## config.mk

```make
export PLATFORM = sky130hd
export DESIGN_NAME = gf2m_mul163_arbiter
export DESIGN_NICKNAME = d
export VERILOG_FILES = /design/src/rtl/gf2m_mul163_arbiter.sv
export SDC_FILE = /design/constraint.sdc
export NUM_CORES = 1
export LEC_CHECK = 0
export BUFFER_PORTS_ARGS = -buffer_cell sky130_fd_sc_hd__buf_2
export CAP_MARGIN = 15
export CORE_AREA = 2 2 768 770
export DETAILED_ROUTE_END_ITERATION = 8
export DIE_AREA = 0 0 770 772
export PLACE_DENSITY = 0.3
export REMOVE_ABC_BUFFERS = 1
export SLEW_MARGIN = 30
export SYNTH_ARGS = -nofsm -noshare
export SYNTH_HDL_FRONTEND = slang
export SYNTH_SLANG_ARGS = --single-unit
```

## constraint.sdc

```tcl
create_clock -name clk -period 57.3 [get_ports clk]
set_input_delay 11.46 -clock clk [delete_from_list [all_inputs] [get_ports clk]]
set_output_delay 11.46 -clock clk [all_outputs]
set_load 0.01 [all_outputs]
```

## src/rtl/gf2m_mul163_arbiter.sv

```systemverilog
`default_nettype none
// =============================================================================
// Module   : gf2m_mul163_arbiter
// Brief    : Round-robin sharing of one pipelined GF(2^163) multiplier among
//            NREQ requesters; a tag pipeline routes each product to its issuer.
// Revision : 1.0
// =============================================================================
module gf2m_mul163_arbiter #(
    parameter int M       = 163,
    parameter int NREQ    = 4,
    parameter int MUL_LAT = 3,
    parameter int IDW     = $clog2(NREQ)
) (
    input  logic                clk,
    input  logic                rst,
    input  logic [NREQ-1:0]     req,
    input  logic [NREQ*M-1:0]   req_a,
    input  logic [NREQ*M-1:0]   req_b,
    output logic [NREQ-1:0]     gnt,
    output logic [NREQ-1:0]     rsp_valid,
    output logic [M-1:0]        rsp_data,
    output logic [IDW-1:0]      rsp_id,
    output logic [M-1:0]        mul_a,
    output logic [M-1:0]        mul_b,
    input  logic [M-1:0]        mul_res,
    output logic                busy
);

    localparam int NTAG = MUL_LAT + 1;

    logic [IDW-1:0]            ptr_q, ptr_d;
    logic [M-1:0]              mul_a_q, mul_a_d;
    logic [M-1:0]              mul_b_q, mul_b_d;
    logic [NTAG-1:0]           tag_vld_q, tag_vld_d;
    logic [NTAG-1:0][IDW-1:0]  tag_id_q, tag_id_d;
    logic [NREQ-1:0]           rsp_valid_q, rsp_valid_d;
    logic [M-1:0]              rsp_data_q, rsp_data_d;
    logic [IDW-1:0]            rsp_id_q, rsp_id_d;

    logic                      w_gnt_any;
    logic [IDW-1:0]            w_gnt_id;
    logic [IDW:0]              w_idx;

    // Search upward from the pointer; one extra bit keeps ptr+k from overflowing before the wrap.
    always_comb begin
        w_gnt_any = 1'b0;
        w_gnt_id  = '0;
        w_idx     = '0;
        for (int k = 0; k < NREQ; k++) begin
            w_idx = {1'b0, ptr_q} + (IDW+1)'(k);
            if (w_idx >= (IDW+1)'(NREQ)) begin
                w_idx = w_idx - (IDW+1)'(NREQ);
            end
            if (!w_gnt_any && req[w_idx[IDW-1:0]]) begin
                w_gnt_any = 1'b1;
                w_gnt_id  = w_idx[IDW-1:0];
            end
        end
    end

    assign gnt = (rst || !w_gnt_any) ? '0 : (NREQ'(1) << w_gnt_id);

    always_comb begin
        ptr_d   = ptr_q;
        mul_a_d = mul_a_q;
        mul_b_d = mul_b_q;
        if (w_gnt_any) begin
            ptr_d   = (w_gnt_id == IDW'(NREQ-1)) ? '0 : w_gnt_id + IDW'(1);
            mul_a_d = req_a[int'(w_gnt_id)*M +: M];
            mul_b_d = req_b[int'(w_gnt_id)*M +: M];
        end

        tag_vld_d = {tag_vld_q[NTAG-2:0], w_gnt_any};
        tag_id_d  = {tag_id_q[NTAG-2:0], w_gnt_id};

        // The last tag stage is aligned with mul_res for the op it describes.
        rsp_valid_d = '0;
        rsp_data_d  = rsp_data_q;
        rsp_id_d    = rsp_id_q;
        if (tag_vld_q[NTAG-1]) begin
            rsp_valid_d = NREQ'(1) << tag_id_q[NTAG-1];
            rsp_data_d  = mul_res;
            rsp_id_d    = tag_id_q[NTAG-1];
        end
    end

    always_ff @(posedge clk or posedge rst) begin
        if (rst) begin
            ptr_q       <= '0;
            mul_a_q     <= '0;
            mul_b_q     <= '0;
            tag_vld_q   <= '0;
            tag_id_q    <= '0;
            rsp_valid_q <= '0;
            rsp_data_q  <= '0;
            rsp_id_q    <= '0;
        end else begin
            ptr_q       <= ptr_d;
            mul_a_q     <= mul_a_d;
            mul_b_q     <= mul_b_d;
            tag_vld_q   <= tag_vld_d;
            tag_id_q    <= tag_id_d;
            rsp_valid_q <= rsp_valid_d;
            rsp_data_q  <= rsp_data_d;
            rsp_id_q    <= rsp_id_d;
        end
    end

    assign mul_a     = mul_a_q;
    assign mul_b     = mul_b_q;
    assign rsp_valid = rsp_valid_q;
    assign rsp_data  = rsp_data_q;
    assign rsp_id    = rsp_id_q;
    assign busy      = (|tag_vld_q) | (|rsp_valid_q);

endmodule
`default_nettype wire

```

### After elaboration in Yosys (flattened, before gate mapping)

Cells that the tools add are included.

* register bits: 509
* input port bits: 1473
* output and inout port bits: 500
* word-level logic and storage cells: 67

* add/sub/neg operators: 8
* multipliers: 1
* $lt $le $gt $ge: 8
* equal/unequal tests: 1
* shifts and indexed selects: 4
* muxes and demuxes: 23
* bitwise logic cells: 1
* reduce and logical (&&, ||, !) cells: 10

Operators by type and width (number)
* 652-bit by 11-bit variable part select with 163-bit output: 1
* 652-bit by 32-bit variable part select with 163-bit output: 1
* 2-bit 2-to-1 mux: 9
* 2-bit by 3-bit less-than comparator with 1-bit output, second input constant: 4
* 2-bit by 8-bit multiplier with 10-bit output, second input constant: 1
* 3-bit greater-or-equal comparator, second input constant: 3
* 1-bit binary-select mux with 2-bit select: 4
* 1-bit 2-to-1 mux: 8
* 4-bit 2-to-1 mux: 2
* 4-bit OR reduction: 2
* 1-bit by 2-bit left shift with 4-bit output, first input constant: 2
* 2-bit by 1-bit subtractor with 2-bit output, second input constant: 4
* 2-bit by 2-bit adder with 3-bit output, second input constant: 2
* 1-bit zero test: 4
* 2-bit by 1-bit adder with 3-bit output, second input constant: 1
* 2-bit by 3-bit greater-or-equal comparator with 1-bit output, second input constant: 1
* 1-bit logical AND: 3
* 2-bit by 1-bit adder with 2-bit output, second input constant: 1
* 2-bit equality test, second input constant: 1
* 1-bit logical OR: 1
* 1-bit OR: 1

### Depth between registers and ports, before layout

Gate-level depths: netlist (run 1).

* word-level depth: 17
* mapped depth: 8
* depth with buffers taken out: 5

### Worst setup path before layout (run 1)

OpenSTA, ideal clock, no wires.

* path kind: input to output
* from: input port rst
* to: output port gnt[0]
* arrival time: 23.272 ns
* data required time: 45.840 ns
* setup slack: 22.568 ns
* stages on the path: 2
* path buffers: 0
* path through: inv_1 -> and3_1

* cells in the longest elaborated chain, start to end: 2

Ends and longest elaborated chain
* start, declared: line 15 `input logic rst,`
* 1-bit logical OR: line 61 `assign gnt = (rst || !w_gnt_any) ? '0 : (NREQ'(1) << w_gnt_id);`
* 4-bit 2-to-1 mux: line 61
* end, declared: line 19 `output logic [NREQ-1:0] gnt,`

No other way between the ends.

### Worst setup path after layout (run 1)

* from: input port req[3]
* to: output port gnt[0]

* cells in the longest elaborated chain, start to end: 15
* elaborated cells between the ends (all ways): 26
* classes of those cells: 1 x shift; 17 x mux; 8 x reduce/logical

Ends and longest elaborated chain
* start, declared: line 16 `input logic [NREQ-1:0] req,`
* 1-bit binary-select mux with 2-bit select: line 54 `if (!w_gnt_any && req[w_idx[IDW-1:0]]) begin`
* 1-bit 2-to-1 mux (implied by the code): line 54
* 1-bit 2-to-1 mux: line 54
* 1-bit zero test: line 54
* 1-bit logical AND: line 54
* 1-bit 2-to-1 mux: line 54
* 1-bit zero test: line 54
* 1-bit logical AND: line 54
* 1-bit 2-to-1 mux: line 54
* 1-bit zero test: line 54
* 1-bit logical AND: line 54
* 1-bit 2-to-1 mux: line 54
* 1-bit zero test: line 61
* 1-bit logical OR: line 61
* 4-bit 2-to-1 mux (*): line 61

Every way passes the cells marked *; elsewhere a longest branch is shown, timed or not. The select of a mux whose other input is x is not followed.

==> results.txt, run 1 <==
In this run the cell area measured after placement is 45000 um2. Synthesis inferred 509 register bits. Cell taking the most area after synthesis: dfrtp_1. TritonCTS built the clock tree. The global router's overall resource usage came out at 0.119.

The number of enable-type register cells in the synthesized netlist works out to 0. Summed over all cells, the static leakage comes to 20.4 nW. Setup repair after global routing left no endpoint under its margin. Overall overflow remaining after global route: 0. The netlist uses 30 different library cells. For the worst setup path, the data arrival time is 13430 ps. Dividing the detail-routed wire length by the instance count gives 30.6 um.

After detailed routing, the number of remaining DRC violations is 0. The fraction of synthesis flops using an asynchronous set or reset pin was 1.00; the upper clock frequency limit was 0.0402 GHz. The clock-pin slew on the worst setup and hold paths was 50 ps; the design area was 48300 um2.

Proportion of netlist area held by the largest area contributor: 0.497. The relative slew slack was 0.358; the final-report setup violation count was 0. The logs give 325000 um for the half-perimeter wire length of the detailed placement result and 18.4 uV for the maximum VDD drop. Max-cap violations in this run came to 0.

In this run the number of H-tree levels came out at 3. Clock tree synthesis inserted a total of 89 buffers. For the area of the multi-input gates, the log shows 11900 um2. Post-route clock period utilization: 0.434. The top cell types in the final layout, fill and taps aside, are 1974 x buf_2, 508 x dfrtp_1, 334 x nor2_1, 328 x o22ai_1, 301 x mux2i_1. The run gives 1997 as the first-iteration detailed-routing DRC count.

The path class of the tightest hold or removal check is reg2reg. Of all nets on the critical path, the largest fanout is 74. The register area share after synthesis came out at 0.497.

The run gives 375 as the initial antenna violation count. The post-cts gate resize count was 0; the area of the core region was 587000 um2. Wires add up to 373000 um. The final weighted congestion in routability-driven placement was 0.976; the detail-routed via count per cell was 2.56. The effective utilization at floorplan is 0.0437, and the length in cells of the worst reg-to-reg path is 8. A synthesized cell averages 11.3 um2. Power spread over the standard cell area amounts to 43.7 nW/um2. The utilization of the core after routing was 0.0822; the fraction of layout instances using a drive strength above 1 was 0.574. Summing internal, switching and leakage power gives 2.11 mW. After filler insertion, the fill cell instance count of the layout stands at 69000. The area growth from synthesis to layout was 88.3%.

The tools report the I/O pin count as 1973. The die outline height was 772 um. Entering global routing, the biggest net connects 121 pins. The run gives 31100 as the number of global-route vias before repair.

The Yosys step of the flow raised 0 warnings. The minimum period implied by the final worst setup slack is 24890 ps. The number of iterations in the first detailed-routing pass is 7. The area used by sequential logic in the layout was 12700 um2.

The run gives 594000 um2 as the die footprint. Leaving out fill and tap cells, the most frequent cell in the layout is buf_2. After the last flow step, the layout net total stands at 5648. The data required time of the critical path is 45840 ps, and the count of buffers added by post-CTS timing repair for setup is 0. By startpoint and endpoint, the worst setup path is classified as in2out. The largest buffer count on any clock path is 4. The element type at the critical path start is an input port. The worst setup path is captured at an output pin. Across all register-to-register paths, the minimum setup slack is 52580 ps. The logs give 0 for the total count of hold-check failures in the final report and 840 ps for the clock latency of the later-clocked register in the worst-skew pair. Buffers placed on the I/O ports in this run total 1972. The die is 770 um wide. In the post-synthesis netlist, the biggest area contributors are dfrtp_1 50%, mux2i_1 13%, a221oi_1 10%.

The flow ran to the end, and the final reports show no timing, DRC or antenna violations. In this run the remaining antenna-violating nets after routing total 0. Between clock sinks in the finished design, the worst skew comes to 56.2 ps. The transition time of the tightest slew-check pin is 963 ps. Clock tree synthesis found a total of 509 sinks. The first global-routing pass estimated 440000 um of wire.

The tree is rooted in a clkbuf_16. Among all flip-flop cells after synthesis, the most frequent one is dfrtp_1. The floorplan has 282 rows. Along the worst hold path, the cell count comes to 0. After clock tree synthesis, the flow added hold-fix buffers numbering 0. The post-synthesis instance area is 25600 um2.

The cell count after synthesis came out at 2261. The final-layout setup total negative slack came out at 0 ps. The via total after detailed routing is 31100, and the total count of max-transition violations in the final report is 0.
[worst max-delay path, stage by stage]
cell and delay (ps):
buf_2 380, nor4_4 140, inv_8 380, and3_2 690, buf_2 250
[stage by stage]
stage | hold slack (ps) | cells | setup WS (ps)
finish | 347 | 12200 | 32410
global route | 361 | 12100 | 32240
CTS | 353 | 12100 | 32220
detailed placement | 337 | 11900 | 32230
global placement | 332 | 11900 | 31850
floorplan | 331 | 2024 | 6370
[cells by family (layout without fill, tap and decap cells)]
family | count (synthesis) | count (layout) | synth area share
AO/OA/AOI/OAI | 667 | 667 | 0.202
buffers and inverters | 245 | 2226 | 0.0491
flip-flops | 509 | 509 | 0.497
multiplexers | 489 | 489 | 0.199
other | 0 | 123 | 0
AND/OR/NAND/NOR | 351 | 351 | 0.0531
[Yosys cell counts (3+ instances only)]
library cell,n
a21oi_1,4
a221oi_1,297
a221oi_2,29
and3_1,4
buf_2,41
buf_4,3
buf_6,37
clkbuf_1,155
dfrtp_1,509
inv_1,6
mux2_2,163
mux2i_1,326
nand2_1,3
nand2b_1,5
nor2_1,334
o22ai_1,328
[final timing paths]
kind / start / end
max in group asynchronous: rst / mul_a[72]
min: tag_id_d[5] / tag_id_d[7]
max reg2reg: ptr_q[0] / mul_b[133]
max: req[3] / gnt[0]
min in group asynchronous: rst / rsp_data[38]
min reg2reg: tag_id_d[5] / tag_id_d[7]
[flip-flops by register name (all words and copies together) (netlist names)]
| name | count |
|---|---|
| tag_id_q | 2 |
| ptr_q | 2 |
| tag_vld_q | 4 |
| rsp_data | 163 |
| mul_a | 163 |
| rsp_valid | 4 |
| rsp_id | 2 |
| tag_id_d | 6 |
| mul_b | 163 |
[area by class of cell]
type                            instances  area share
Multi-Input combinational cell       1507       0.246
Inverter                                8    0.000933
Tap cell                             7810       0.202
Clock buffer                          122      0.0526
Sequential cell                       509       0.264
Antenna cell                          123     0.00638
Clock inverter                         36     0.00811
Timing Repair Buffer                 2060       0.219
[layer usage]
layer	vias to the layer above	GRT usage	wire length [um]
met5	-	0.00282	1140
met4	176	0.0554	20800
met3	843	0.0668	48600
met2	2230	0.194	169000
met1	15000	0.125	133000
li1	12900	-	-
[power breakdown]
group / total (mW) / switching [mW] / internal [mW]
logic: 0.977 / 0.690 / 0.287
clock network: 0.580 / 0.244 / 0.337
registers: 0.553 / 0.0781 / 0.475
(Power assumes the default switching activity.)
==> inputs of run 2 (changes only) <==
ABC_AREA = 1   (was default)
CORE_AREA = 2 2 776 778   (was 2 2 768 770)
DIE_AREA = 0 0 778 780   (was 0 0 770 772)
clock period = 24.9 ns   (was 57.3 ns; I/O delays follow)
==> run 2 against run 1 <==
Effect of this change: register-to-register slack got worse by 34000 ps; power grew to 4.5 times the previous value; clock power grew 130%; via count rose by 38%; synthesized cell count up 120%; final cell count grew 23%; critical path depth up 7; highest routed layer unchanged; count of clock-buffer cells in the layout is 5 lower; combinational power grew to 7.0 times the previous value; routed wire length grew 11%; utilization rose by 1.0 points.
==> results.txt, run 2 <==
The run finished with clean final reports. The wire length of the first global-routing pass came out at 510000 um (+16%). The category of the critical setup timing path was in2out. Top flip-flop cell by instance count after synthesis: dfrtp_1. The number of clock sinks was 509 (unchanged). The most common cell after layout, fill and taps aside was nand2_1. The post-route clock period utilization is 0.542.

The fraction of synthesis flops using an asynchronous set or reset pin was 1.00 (unchanged); the worst path arrival time was 8520 ps (-4910 ps). Length in cells of the worst reg-to-reg path: 19 (+11). The count of state elements after synthesis was 509 (unchanged).

The root buffer cell chosen for the clock tree is clkbuf_16. The number of iterations in the first detailed-routing pass is 5 (-2). The tools report the share of total power in combinational logic as 0.715 (+0.252). The worst-case clock skew was 96.1 ps (+39.9 ps). The biggest area contributor in the post-synthesis netlist is dfrtp_1. The total count of max-transition violations in the final report came out at 0 (unchanged).

The net load switching power is 5.91 mW (+480%), and the clock-pin slew on the worst setup and hold paths is 60 ps (about the same). Static timing analysis puts the maximum clock frequency at 0.0741 GHz. The number of enable-type register cells in the synthesized netlist works out to 0 (unchanged). TritonCTS built the clock tree. By area the synthesized netlist is led by dfrtp_1 38%, nand2_1 37%, nand3_1 6.6%.

The run gives 2558 (+28%) as the first-iteration detailed-routing DRC count. The run gives 19920 ps (-25920 ps) as the data required time of the critical path. The detail-routed via count per cell works out to 2.85 (+12%). Number of buffers inserted during clock tree synthesis: 87 (-2.2%). The die outline height works out to 780 um (+1.0%). The global router's overall resource usage is 0.131 (+0.0117), and the maximum net fanout on the critical path is 66 (-11%). The clock latency of the later-clocked register in the worst-skew pair was 850 ps (about the same).

Most instantiated library cell after synthesis: nand2_1. The tools report the flop-to-flop setup slack as 18110 ps (-34470 ps). In this run the worst hold path is classified as reg2reg. The startpoint identified for the worst register-to-register timing path is ptr_q[0]. The hold buffer count at CTS is 0 (unchanged). The tools report the total wire length after detailed routing as 415000 um (+11%).

Critical path endpoint: gnt[0]. The max-cap check violation count came out at 0 (unchanged). The final-report setup violation count was 0 (unchanged). The fraction of layout instances using a drive strength above 1 came out at 0.376 (-0.198). The count of buffers added by post-CTS timing repair for setup was 0 (unchanged).

For the overall power, the log shows 9.59 mW (+350%). For the area of the core region, the log shows 599000 um2 (+2.1%). The post-synthesis average cell area was 6.71 um2 (-41%); the proportion of netlist area held by the largest area contributor was 0.376 (-0.121).

The utilization of the core after routing came out at 0.0926 (+0.0104). The post-detailed-route DRC marker count was 0 (unchanged); the count of buffers from port buffering was 1972 (unchanged). The post-synthesis instance area is 33900 um2 (+32%), and the total count of hold-check failures in the final report is 0 (unchanged).

The relative slew slack was 0.303 (-0.0547); the number of library cell types mapped by synthesis was 25 (-17%). Endpoint of the lowest-slack register-to-register path: mul_a[83]. The logs give 5052 (+120%) for the cell count after synthesis and 0.376 (-0.121) for the register area share after synthesis. For the final-layout setup total negative slack, the log shows 0 ps (unchanged). Area used by sequential logic in the layout: 12700 um2 (unchanged). The logs give 0.139 (-0.136) for the share of total power in the clock network and 383 (+2.1%) for the initial antenna violation count. The filler cell count was 71200 (+3.2%). The total number of placement rows was 285 (+1.1%); the internal power was 3.68 mW (+240%).

The overall die width was 778 um (+1.0%); the maximum number of pins on one net before global-route repair was 154 (+27%). Setup repair after global routing left no endpoint under its margin. Compared with the post-synthesis result, the final layout area differs by 63.8%.

The top cell types in the final layout, fill and taps aside, are 3300 x nand2_1, 1972 x buf_2, 508 x dfrtp_1, 447 x nand3_1, 211 x nand3_2. Number of nets in the layout: 8294 (+47%). The die footprint was 607000 um2 (+2.1%); the transition time of the tightest slew-check pin was 1050 ps (+82.0 ps). The power density of the placed cells is 173 nW/um2 (+300%). Number of warnings reported in the yosys synthesis log: 0 (unchanged).

The worst setup path is launched from an input port. The final routed wire length divided by cell count was 27.6 um (-9.8%). The minimum period implied by the final worst setup slack was 13500 ps; the largest buffer count on any clock path was 4 (unchanged).

The effective utilization at floorplan came out at 0.0565 (+0.0129). The I/O pin count was 1973 (unchanged); the via total after detailed routing was 42900 (+38%). The relative contribution of sequential cells to total power is 0.146 (-0.116). After synthesis, the most frequently instantiated cells are 3300 x nand2_1, 509 x dfrtp_1, 447 x nand3_1. The net switching fraction of the power works out to 0.616 (+0.137). The post-cts gate resize count came out at 0 (unchanged). The tools report the timing startpoint of the critical path as req[1]. The reported leakage power came out at 28.5 nW (+40%).

The logs give 355000 um (+9.2%) for the half-perimeter wire length of the detailed placement result and 18800 um2 (+58%) for the area of the multi-input gates. The final weighted congestion in routability-driven placement was 0.908 (-7.0%). The worst setup path is captured at an output pin. The run gives 42700 (+37%) as the number of global-route vias before repair. The worst hold margin was 349 ps (+1.80 ps). The count of antenna-violating nets left after detailed routing is 0 (unchanged), and the maximum VDD drop is 112 uV (+510%). The logs give 0 (unchanged) for the overall overflow remaining after global route and 3 (unchanged) for the H-tree depth.
[run 2: layout make-up]
class | count | share of cell area
repair buffers | 2060 | 0.191
clock buffers | 117 | 0.0444
inverters | 14 | 0.00135
flip-flops and latches | 509 | 0.230
clock inverters | 32 | 0.00825
well taps | 8036 | 0.181
multi-input cells | 4149 | 0.338
diodes | 119 | 0.00537
[run 2: routing by layer]
layer  vias up  GRT usage  part of all wire
met5         -          0            0.0034
met4       214     0.0408             0.042
met3       856     0.0558              0.10
met2      2159      0.232              0.49
met1     20200      0.140              0.37
li1      19500          -                 -
[run 2: worst min-delay path by stage]
stage	from	slack (ps)	end	depth (start not counted)
6_report	tag_id_d[3]	350	tag_id_d[5]	0
5_1_grt	tag_id_d[3]	360	tag_id_d[5]	0
4_1_cts	tag_id_d[7]	350	tag_id_q[7]	0
3_5_place_dp	tag_id_d[3]	330	tag_id_d[5]	0
3_3_place_gp	tag_id_d[5]	330	tag_id_d[7]	0
2_1_floorplan	tag_id_d[2]	330	tag_id_d[4]	0
[run 2: power by group through the flow]
stage | clock [mW] | combinational (mW) | sequential [mW]
after floorplan | 0 | 4.13 | 1.54
after global placement | 0 | 7.20 | 1.41
after detailed placement | 0 | 7.17 | 1.41
after CTS | 1.41 | 7.19 | 1.40
after global routing | 1.43 | 7.71 | 1.44
final | 1.33 | 6.86 | 1.40
[run 2: per-stage QoR]
stage	setup WS, ps	area [um2]	instances
2_1_floorplan	-863	31500	4672
3_3_place_gp	11300	52200	14800
3_5_place_dp	11350	52200	14800
4_1_cts	11350	55100	14900
5_1_grt	11240	55400	15000
6_report	11400	55500	15000
[run 2: critical path: stages]
cell and delay (ps):
buf_2 110, inv_1 80, nand2_1 70, nand3_1 170
nand2_2 100, a21oi_1 350, nand2_8 430, nand2_8 610
buf_4 660, nand2_1 150, nor2_1 460, buf_2 240
[run 2: logic make-up (layout without fill, tap and decap cells)]
family | after synthesis | count (layout) | synth area share
AOI/OAI and AO/OA | 5 | 5 | 0.000812
buffers and inverters | 394 | 2223 | 0.0711
DFF | 509 | 509 | 0.376
muxes | 163 | 163 | 0.0542
other | 0 | 119 | 0
and+or+nand+nor | 3981 | 3981 | 0.498
==> inputs of run 3 (changes only) <==
CORE_AREA = 2 2 766 768   (was 2 2 776 778)
DIE_AREA = 0 0 768 770   (was 0 0 778 780)
clock period = 12.04 ns   (was 24.9 ns; I/O delays follow)
==> run 3 against run 2 <==
Effect of this change: utilization increased by 0.18 points; combinational power increased by 100%; non-clock buffer count decreased by 17; die area decreased by 2.6%; sequential share of layout area increased by 0.16 points; worst hold slack got worse by 3.9 ps; via count increased by 0.37%; highest routed layer unchanged.
==> results.txt, run 3 (same netlist as run 2, synthesis figures left out) <==
First-iteration detailed-routing DRC count: 2496 (-2.4%). The tools report the maximum number of pins on one net before global-route repair as 132 (-14%). The flop-to-flop setup slack was 6650 ps (-11460 ps); the clock latency of the later-clocked register in the worst-skew pair was 870 ps (+20 ps).

The die outline height was 770 um (-1.3%). TritonCTS built the clock tree. The maximum net fanout on the critical path was 75 (+14%). The area of the core region was 584000 um2 (-2.6%); the length in cells of the worst reg-to-reg path was 17 (-2).

The total number of placement rows is 281 (-1.4%). The total wire length after detailed routing came out at 419000 um (+0.88%). The clock-pin slew on the worst setup and hold paths was 60 ps (about the same). The critical path is of the in2out type. The half-perimeter wire length of the detailed placement result is 356000 um (+0.35%), and the number of iterations in the first detailed-routing pass is 7 (+2). The count of buffers added by post-CTS timing repair for setup was 0 (unchanged); the worst path arrival time was 4750 ps (-3770 ps). For the wire length on met2, the log shows 204000 um (+1.5%). The flow ran to the end, and the final reports show no timing, DRC or antenna violations. The clock period could shrink to 7160 ps.

The length of routed wiring on met1 was 152000 um (-0.16%). The post-detailed-route DRC marker count is 0 (unchanged), and the number of buffers inserted during clock tree synthesis is 88 (+1.1%). The fraction of layout instances using a drive strength above 1 came out at 0.375 (-0.000654). The area used by sequential logic in the layout was 12700 um2 (unchanged). The tools report the count of antenna-violating nets left after detailed routing as 0 (unchanged).

The worst min-delay path category was reg2reg. Overall overflow remaining after global route: 0 (unchanged). The filler cell count is 69300 (-2.7%), and the post-placement worst setup slack is 4880 ps (-6470 ps). The number of nets in the layout was 8278 (-0.19%); the number of clock sinks was 509 (unchanged).

The reported leakage power is 28.5 nW (about the same), and the via total after detailed routing is 43000 (+0.37%). The tools report the endpoint of the lowest-slack register-to-register path as mul_b[128]. The critical path ends at gnt[2]. The overall die width is 768 um (-1.3%), and the post-route clock period utilization is 0.595. The library cells used most frequently in the layout, excluding fill and tap cells, are 3300 x nand2_1, 1972 x buf_2, 508 x dfrtp_1, 447 x nand3_1, 211 x nand3_2. The final weighted congestion in routability-driven placement is 0.920 (+1.3%), and the data required time of the critical path is 9630 ps (-10290 ps). The cell sitting at the root of the clock tree is a clkbuf_16.

The logs give 0.136 (+0.00461) for the global router's overall resource usage and 0 (unchanged) for the total count of hold-check failures in the final report. The wire length of the first global-routing pass was 515000 um (+1.1%); the power density of the placed cells was 358 nW/um2 (+110%). The effective utilization at floorplan is 0.0580 (+0.00153), and the utilization of the core after routing is 0.0944 (+0.00184).

Derived from the worst setup path, the maximum achievable clock frequency is 0.140 GHz. For the area of the multi-input gates, the log shows 18800 um2 (unchanged). The topmost layer with routed signal wires is met5.

The element type at the critical path start is an input port. The number of global-route vias before repair was 42700 (+0.094%); the maximum VDD drop was 243 uV (+120%). The total count of max-transition violations in the final report is 0 (unchanged), and the design area is 55100 um2 (-0.70%). The max-cap check violation count is 0 (unchanged).

The critical register-to-register path startpoint is ptr_q[0]. The worst-case clock skew was 93.4 ps (-2.70 ps). The endpoint kind of the worst setup timing path was an output pin. The run gives 3 (unchanged) as the H-tree depth. Timing startpoint of the critical path: req[3].

The final routed wire length divided by cell count is 28.4 um (+2.8%). Count of buffers from port buffering: 1972 (unchanged). The tools report the relative slew slack as 0.276 (-0.0274). Wire length on met3: 43300 um (+0.90%).

The I/O pin count was 1973 (unchanged). The area growth from synthesis to layout is 62.6%. The tools report the hold buffer count at CTS as 0 (unchanged).

Initial antenna violation count: 408 (+6.5%). The run gives 4 (unchanged) as the largest buffer count on any clock path. Worst setup slack after layout: 4880 ps (-6520 ps).

Setup repair after global routing left no endpoint under its margin. The transition time of the tightest slew-check pin is 1090 ps (+41.2 ps), and the die footprint is 591000 um2 (-2.6%). The cell count of the worst hold path is 0 (unchanged). Leaving out fill and tap cells, the most frequent cell in the layout is nand2_1.

The detail-routed via count per cell is 2.92 (+2.3%). For the final-report setup violation count, the log shows 0 (unchanged). The final-layout setup total negative slack came out at 0 ps (unchanged). The tools report the post-cts gate resize count as 0 (unchanged). The post-detailed-placement cell area was 51900 um2 (-0.65%).
[run 3: cell count changes in the layout (fill, tap and decap cells not counted), moves of 2 or more]
cell,delta
clkbuf_8,+4
clkinv_4,+4
diode_2,-15
buf_4,-24
bufinv_16,-3
clkinvlp_4,-4
buf_12,+8
clkbuf_1,-3
clkinv_2,+5
clkbuf_16,+2
[run 3: worst max-delay path: stages]
cell and delay (ps):
buf_2 110, inv_1 70, nand2_1 70, nand3_1 160
nand2_2 100, a21oi_1 350, nand2_8 400, nand2_8 550
inv_2 120, nor3_1 170, buf_2 170
[run 3: how the worst min path moves through the flow]
stage	slack, ps	end	from
floorplan	330	tag_id_d[4]	tag_id_d[2]
global placement	330	tag_id_d[6]	tag_id_d[4]
detailed placement	330	tag_id_d[6]	tag_id_d[4]
CTS	350	tag_id_d[6]	tag_id_d[4]
global route	360	tag_id_q[7]	tag_id_d[7]
finish	340	tag_id_d[6]	tag_id_d[4]
[run 3: layout make-up]
type,instances,share of cell area
Antenna cell,104,0.00472
Multi-Input combinational cell,4149,0.341
Tap cell,7782,0.177
Sequential cell,509,0.231
Clock buffer,120,0.0464
Timing Repair Buffer,2043,0.192
Clock inverter,34,0.00690
Inverter,14,0.00136
[run 3: where the power goes]
| part | internal [mW] | total (mW) | switching (mW) |
|---|---|---|---|
| sequential | 2.50 | 2.92 | 0.419 |
| combinational | 3.48 | 14.0 | 10.6 |
| clock | 1.61 | 2.76 | 1.15 |
[run 3: metal layers]
| layer | up-vias | track usage |
|---|---|---|
| li1 | 19400 | - |
| met4 | 248 | 0.0423 |
| met5 | - | 0 |
| met2 | 2175 | 0.241 |
| met1 | 20300 | 0.143 |
| met3 | 922 | 0.0607 |
[run 3: metrics by stage]
| step | total power [mW] | hold WS [ps] | std cells |
|---|---|---|---|
| after global routing | 21.8 | 364 | 14700 |
| after global placement | 17.6 | 332 | 14500 |
| final | 19.7 | 345 | 14800 |
| after detailed placement | 17.6 | 335 | 14500 |
| after floorplan | 11.7 | 331 | 4672 |
| after CTS | 20.6 | 348 | 14700 |
